`src/rtl/tlul_slave_mem.sv`:
```
// TL-UL slave memory: word-addressed RAM behind one outstanding A/D transaction, 1-cycle response latency.
// a_ready drops on accept and returns the cycle after the D handshake; d_* held while d_ready is low.
module tlul_slave_mem #(
   parameter int                    ADDR_WIDTH = 32,
   parameter int                    DATA_WIDTH = 32,
   parameter int                    SRC_WIDTH  = 1,
   parameter int                    SINK_WIDTH = 1,
   parameter logic [ADDR_WIDTH-1:0] BASE_ADDR  = 32'h0000_1000,
   parameter int                    MEM_DEPTH  = 16
) (
   input  logic                      clk,
   input  logic                      reset,
   input  logic                      a_valid,
   input  logic [2:0]                a_opcode,
   input  logic [2:0]                a_param,
   input  logic [2:0]                a_size,
   input  logic [SRC_WIDTH-1:0]      a_source,
   input  logic [ADDR_WIDTH-1:0]     a_address,
   input  logic [DATA_WIDTH/8-1:0]   a_mask,
   input  logic [DATA_WIDTH-1:0]     a_data,
   output logic                      a_ready,
   output logic                      d_valid,
   output logic [2:0]                d_opcode,
   output logic [2:0]                d_param,
   output logic [2:0]                d_size,
   output logic [SRC_WIDTH-1:0]      d_source,
   output logic [SINK_WIDTH-1:0]     d_sink,
   output logic [DATA_WIDTH-1:0]     d_data,
   output logic                      d_error,
   input  logic                      d_ready
);
   localparam int MASK_WIDTH = DATA_WIDTH / 8;
   localparam int IDX_WIDTH  = $clog2(MEM_DEPTH);
   // One extra bit keeps the upper bound from wrapping when the window ends at the top of the space.
   localparam logic [ADDR_WIDTH:0] BASE_EXT  = {1'b0, BASE_ADDR};
   localparam logic [ADDR_WIDTH:0] LIMIT_EXT = BASE_EXT + (ADDR_WIDTH+1)'(4 * MEM_DEPTH);

   localparam logic [2:0] OP_PUT_FULL     = 3'd0;
   localparam logic [2:0] OP_PUT_PARTIAL  = 3'd1;
   localparam logic [2:0] OP_GET          = 3'd4;
   localparam logic [2:0] ACCESS_ACK      = 3'd0;
   localparam logic [2:0] ACCESS_ACK_DATA = 3'd1;

   typedef enum logic {IDLE, RESP} state_t;

   state_t                state;
   logic [DATA_WIDTH-1:0] mem [MEM_DEPTH];

   logic                  a_fire;
   logic                  is_put_full;
   logic                  is_put_part;
   logic                  is_get;
   logic                  supported;
   logic                  in_range;
   logic                  aligned;
   logic                  req_error;
   logic                  write_en;
   logic [IDX_WIDTH-1:0]  word_idx;
   logic [2:0]            unused_a_param;

   assign unused_a_param = a_param;

   assign a_fire      = a_valid & a_ready;
   assign is_put_full = (a_opcode == OP_PUT_FULL);
   assign is_put_part = (a_opcode == OP_PUT_PARTIAL);
   assign is_get      = (a_opcode == OP_GET);
   assign supported   = is_put_full | is_put_part | is_get;
   assign in_range    = ({1'b0, a_address} >= BASE_EXT) && ({1'b0, a_address} < LIMIT_EXT);
   assign word_idx    = a_address[2 +: IDX_WIDTH];

   always_comb begin
      aligned = 1'b0;
      case (a_size)
         3'd0:    aligned = 1'b1;
         3'd1:    aligned = ~a_address[0];
         3'd2:    aligned = (a_address[1:0] == 2'b00);
         default: aligned = 1'b0;
      endcase
   end

   assign req_error = ~supported | ~in_range | ~aligned | (is_put_full & ~(&a_mask));
   assign write_en  = a_fire & (is_put_full | is_put_part) & ~req_error;

   always_ff @(posedge clk or negedge reset) begin
      if (!reset) begin
         for (int i = 0; i < MEM_DEPTH; i++) mem[i] <= '0;
      end else if (write_en) begin
         // A valid PutFullData always carries a full mask, so byte enables cover both puts.
         for (int b = 0; b < MASK_WIDTH; b++)
            if (a_mask[b]) mem[word_idx][8*b +: 8] <= a_data[8*b +: 8];
      end
   end

   always_ff @(posedge clk or negedge reset) begin
      if (!reset) begin
         state    <= IDLE;
         a_ready  <= 1'b0;
         d_valid  <= 1'b0;
         d_opcode <= '0;
         d_param  <= '0;
         d_size   <= '0;
         d_source <= '0;
         d_sink   <= '0;
         d_data   <= '0;
         d_error  <= 1'b0;
      end else begin
         case (state)
            IDLE: begin
               a_ready <= 1'b1;
               if (a_fire) begin
                  state    <= RESP;
                  a_ready  <= 1'b0;
                  d_valid  <= 1'b1;
                  d_opcode <= is_get ? ACCESS_ACK_DATA : ACCESS_ACK;
                  d_param  <= '0;
                  d_sink   <= '0;
                  d_size   <= a_size;
                  d_source <= a_source;
                  d_error  <= req_error;
                  d_data   <= (is_get && !req_error) ? mem[word_idx] : '0;
               end
            end
            RESP: begin
               if (d_ready) begin
                  state   <= IDLE;
                  d_valid <= 1'b0;
                  a_ready <= 1'b1;
               end
            end
            default: begin
               state   <= IDLE;
               d_valid <= 1'b0;
               a_ready <= 1'b0;
            end
         endcase
      end
   end
endmodule

```
`config.mk`:
```
export PLATFORM = sky130hd
export DESIGN_NAME = tlul_slave_mem
export DESIGN_NICKNAME = d
export VERILOG_FILES = /design/src/rtl/tlul_slave_mem.sv
export SDC_FILE = /design/constraint.sdc
export NUM_CORES = 1
export LEC_CHECK = 0
export ABC_CLOCK_PERIOD_IN_PS = 2100
export BUFFER_PORTS_ARGS = -buffer_cell sky130_fd_sc_hd__buf_2
export CORE_MARGIN = 4
export CORE_UTILIZATION = 40
export DETAILED_ROUTE_END_ITERATION = 8
export SETUP_SLACK_MARGIN = 0.1
export SYNTH_ARGS = -nofsm -noshare
export SYNTH_HDL_FRONTEND = slang
export SYNTH_SLANG_ARGS = --single-unit
export TNS_END_PERCENT = 100
```
`constraint.sdc`:
```
create_clock -name clk -period 2.1 [get_ports clk]
set_input_delay 0.315 -clock clk [delete_from_list [all_inputs] [get_ports clk]]
set_output_delay 0.315 -clock clk [all_outputs]
set_load 0.02 [all_outputs]
```
**Word level (Yosys, flattened, before mapping)**

Cells that the tools add are included.

- Reduce and logical (&&, ||, !) cells: 10
- Shift-type cells: 0
- Eq/ne operators: 6
- $lt $le $gt $ge: 4
- Bitwise gates (word level): 17
- Multipliers: 0
- $add $sub $neg: 0
- Multiplexer cells: 34
- Div/mod/pow operators: 0

Operators by type and width:

| operator | number |
|---|---|
| two-way mux 512 bit | 7 |
| bitwise mux 512 bit | 4 |
| demux 32 bit (select 4 bit) | 4 |
| binary-select mux 32 bit (select 4 bit) | 1 |
| two-way mux 32 bit | 4 |
| greater-or-equal comparator 32 x 13 -> 1 bit (second input constant) | 1 |
| less-than comparator 32 x 13 -> 1 bit (second input constant) | 1 |
| two-way mux 24 bit | 1 |
| two-way mux 16 bit | 1 |
| two-way mux 8 bit | 1 |
| two-way mux 1 bit | 7 |
| inverter 1 bit | 7 |
| == test 3 x 1 -> 1 bit (second input constant) | 2 |
| zero test 3 bit | 2 |
| one-hot mux 1 bit (2 select lines) | 3 |
| greater-or-equal comparator 5 bit (second input constant) | 1 |
| less-than comparator 5 x 1 -> 1 bit (second input constant) | 1 |
| inverter 4 -> 5 bit | 1 |
| OR 1 bit | 5 |
| AND 1 bit | 4 |
| inequality test 2 bit (second input constant) | 2 |
| AND reduction 2 bit | 2 |
| AND reduction 4 bit | 1 |
| == test 3 x 2 -> 1 bit (second input constant) | 1 |
| other kinds (5) | 7 |

- Bits in registers: 555
- Logic and storage cells: 95
- Memories: 0
- Output and inout bits: 46
- ROM bits: 0
- Input bits: 82
- Latch bits: 0
- RAM bits: 0

**Depth between registers and ports, before layout**

- Word-level depth: 18
- Gate-level depth with buffers: 7
- Depth with buffers taken out: 5

**Least setup slack after synthesis**

OpenSTA, ideal clock, no wires.

- Path type: register to register
- Start: register a_ready
- End: register mem[104] (netlist bit)
- Arrival: 2179 ps
- Buffers on the path: 1
- Setup time: 128 ps
- Path slack: -207 ps
- Cell stages (with the launch flop): 7
- Data required time: 1972 ps
- Clock period less this slack: 2307 ps
- Cell sequence: dfrtp_1 > nor4bb_1 > o311ai_0 > nor4_4 > buf_4 > nand2_2 > mux2_1

- Word-level cells in the longest chain between the ends: 3

RTL lines:

| item | RTL line | text |
|---|---|---|
| start: declaration | 21 | `output logic a_ready,` |
| start signal: assignment | 97 | `a_ready <= 1'b0;` |
| start signal: assignment | 109 | `a_ready <= 1'b1;` |
| start signal: assignment | 112 | `a_ready <= 1'b0;` |
| AND 1 bit | 63 | `assign a_fire = a_valid & a_ready;` |
| AND 1 bit (2 in series) | 82 | `assign write_en = a_fire & (is_put_full \| is_put_part) & ~req_error;` |
| end signal: indexed assignment | 90 | `if (a_mask[b]) mem[word_idx][8*b +: 8] <= a_data[8*b +: 8];` |
| end: declaration | 47 | `logic [DATA_WIDTH-1:0] mem [MEM_DEPTH];` |

Every way passes these cells.
A chain may end at the register's enable or synchronous reset.

**Final worst setup path**

- Start: register a_ready
- End: register mem[340] (netlist bit)

Same word-level chain as after synthesis.

==> metrics.md <==
| Metric | Value |
|---|---|
| Critical Path AT | around 2.7 ns |
| Clk_skew | about 0.0099 ns |
| Clock sinks | ~550 |
| Final setup viols | ~320 |
| Library cells used by synthesis | 33 |
| Delay-heaviest family, CP | buffers and inverters |
| Most used cell, CP | buf_4 |
| Drt total wl | ~63 mm |
| CTS clk-pin slew, worst paths | approximately 0.060 ns |
| Gpl congestion | slightly below 0.8 |
| Syn_area_per_cell | approximately 16 um^2 |
| Synth Cell Area | roughly 25,000 um^2 |
| Post-synth top area share | roughly 56% |
| Setup_tns | -17.88 ns |
| Core Area | between 60,000 and 70,000 um^2 |
| Synthesized instance count | ~1,500 |
| Post-synth top cells | 553 x dfrtp_1, 320 x mux2_1, 197 x mux2_2 |
| Fin worst setup slack | -0.1188 ns |
| Post-route cell area | around 31,000 um^2 |
| Vias in the first global route | around 16,000 |
| Max cap viols | 0 |
| Fillers | between 4,000 and 5,000 |
| Final Max Tran Viols | 0 |
| RSZ-0062 raised after global routing | yes |
| # nets final | 1,870 |
| Critical Path RT | 2.59 ns |
| Layout Area Growth over Synthesis | 27.55% |
| DR pass1 iterations | 5 |
| Via count | between 10,000 and 15,000 |
| Post-Synth Simple-Gate Area | 3.306% |
| Hold crit path type | input port to flop |
| Seq cells post-synth | 553 |
| Critical Path Sink Type | flop |
| Overall power | 22.44 mW |
| Clock Latency Late Sink | a little over 0.6 ns |
| Max Clock Freq | 0.4507 GHz |
| IO Port Bufs | 118 |
| Pwr per Cell Area | roughly 720 nW/um^2 |
| Yosys Warn Count | 0 |
| Aggregate global-route resource usage | around a fifth |
| # H-tree levels | 2 |
| Initial antenna violation count | 0 |
| Failing checks | negative setup slack |
| Critical path fanouts, max | 8 |
| Initial Util | just over 40% |
| LEAKAGE | between 15 and 20 nW |
| Gr ovfl total | 0 |
| Most common flop cell mapped by yosys | dfrtp_1 |
| Diode count | 0 |
| Critical Path Max Stage Delay | around 0.36 ns |
| Die Width | roughly 260 um |
| Period Utilization, post-route | 105.7% |
| Util after Layout | 51.79% |
| Final Non-Filler Cells | 2,615 |
| Placed cell area | 27,610 um^2 |
| Share of cells above drive strength 1 | between 50 and 60% |
| Wire length per cell | ~24 um |
| Hold slack | about 0.15 ns |
| FFs w/ async S/R, synth | 100.0% |
| Combinational family with the most area after synthesis | multiplexers |
| Post-synth EDFFs | 0 |
| Largest net degree at the start of global routing | 90 |
| Post-Synth Adder-Cell Area | 0% |
| Initial DRC Count | 796 |
| Crit Path Category | flop to flop |
| Die height | approximately 260 um |
| Ports | around 130 |
| Fin crit period | around 2.2 ns |
| Rows | 90 |
| WP buf/inv | 4 |
| Crit-path slowest cell | dfrtp_2 |
| CTS root buf | clkbuf_16 |
| Mux contribution to synthesized area | ~35% |
| R2R setup slack | -0.12 ns |
| Post-synthesis compound-gate area fraction | roughly 3.4% |
| Hold Violations, Final | 0 |
| Slew margin rel. | 23.04% |
| Post-synth top area cell | dfrtp_1 |
| CTS Buf Count | 58 |
| Drt drc | 0 |
| Placed cells | roughly 2,500 |
| Register area share after synthesis | between 50 and 60% |
| Die area | 65,530 um^2 |
| First-pass GRT wire length | 97.88 mm |
| Worst-Margin Slew | approximately 1.2 ns |
| Max Root-Sink Buffers | 3 |
| Dpl ws | -0.4065 ns |
| Outcome | finished, violations left |
| Avg Vias per Cell | between 5 and 6 |
| Xor/xnor cell area share of the yosys netlist | 0% |
| Most area-consuming cells after synthesis | dfrtp_1 56%, mux2_1 15%, mux4_2 12% |
| Final ANT Viol Nets | 0 |
| CTS tree | done |
| Detail Placement HPWL | 39.47 mm |
| Peak supply drop | just under 800 uV |
| Worst setup SP type | flop |
| Crit-path cells | nor4bb_4 > buf_4 > o311ai_4 > buf_6 > nor4_4 > buf_4 > clkbuf_16 > nand2_8 > mux2_4 |
| Most common cell in the netlist | dfrtp_1 |
path summary, 6_finish.rpt:
check | from | to | depth (start not counted)
setup / recovery | a_ready | mem[340] | 9
hold / removal | a_data[15] | mem[303] | 2
setup reg to reg | a_ready | mem[340] | 9
hold reg to reg | mem[236] | mem[236] | 1
max in group asynchronous | reset | a_ready | 3
min in group asynchronous | reset | mem[225] | 2
worst reg2reg max path, stage by stage, from the launching register on:
cell and delay (ns):
dfrtp_2 0.36, nor4bb_4 0.23, buf_4 0.19, o311ai_4 0.09
buf_6 0.14, nor4_4 0.23, buf_4 0.16, clkbuf_16 0.23
nand2_8 0.14, mux2_4 0.34
cells by family after synthesis:
logic type      after synthesis
simple gates                147
flops                       553
buf+inv                      97
mux                         645
compound gates              105
other cells                   1
layout make-up:
class                      instances  area, um^2  area share, %
timing repair buffer             271        2611          8.322
clock buffer                      90        1773          5.650
clock inverter                    15       156.4         0.4984
sequential                       553       13840          44.11
multi-input combinational        903       12020          38.29
tap                              782       978.4          3.118
inverter                           1       3.754        0.01196
cell usage in the layout (no fill, tap or decap), types with 6 or more instances in the layout:
cell type,count
a22o_1,32
a22oi_1,65
buf_12,57
buf_2,115
buf_4,74
buf_6,13
clkbuf_1,13
clkbuf_16,62
clkbuf_8,18
clkinv_2,10
conb_1,6
dfrtp_1,552
dlygate4sd3_1,6
mux2_1,70
mux2_2,197
mux2_4,250
mux4_2,128
nand2_1,43
nand2_2,7
nand2_4,16
nand2_8,35
nor2_1,8
nor3_1,8
state kept, by name, indices dropped and copies added, names as in the netlist:
register / flops
d_source: 1
mem: 512
d_valid: 1
state: 1
d_data: 32
d_size: 3
a_ready: 1
d_error: 1
d_opcode: 1
repair_timing:
item | 4_1_cts | 5_1_grt
buffers inserted | 6 | 4
pin swaps | 15 | 17
gates cloned | 3 | 1
endpoints found under the setup margin | 512 | 515
hold buffers | 6 | 0
gates resized for setup | 283 | 82
endpoints found under the hold margin | 97 | 0
per-layer routing:
metal  vias up  share of wire (%)  global-route usage, %
li1       6343                  -                      -
met1      7768                 46                  26.78
met2       244                 48                  30.87
met3        77                4.2                  3.305
met4         2                1.8                  4.373
met5         -               0.21                  2.266
report_power, final:
group | total [mW] | internal, mW | switching, mW
combinational | 1.40 | 0.453 | 0.943
sequential | 10.8 | 10.7 | 0.0345
clock | 10.3 | 6.13 | 4.15
Power figures use the tool's default switching activity.
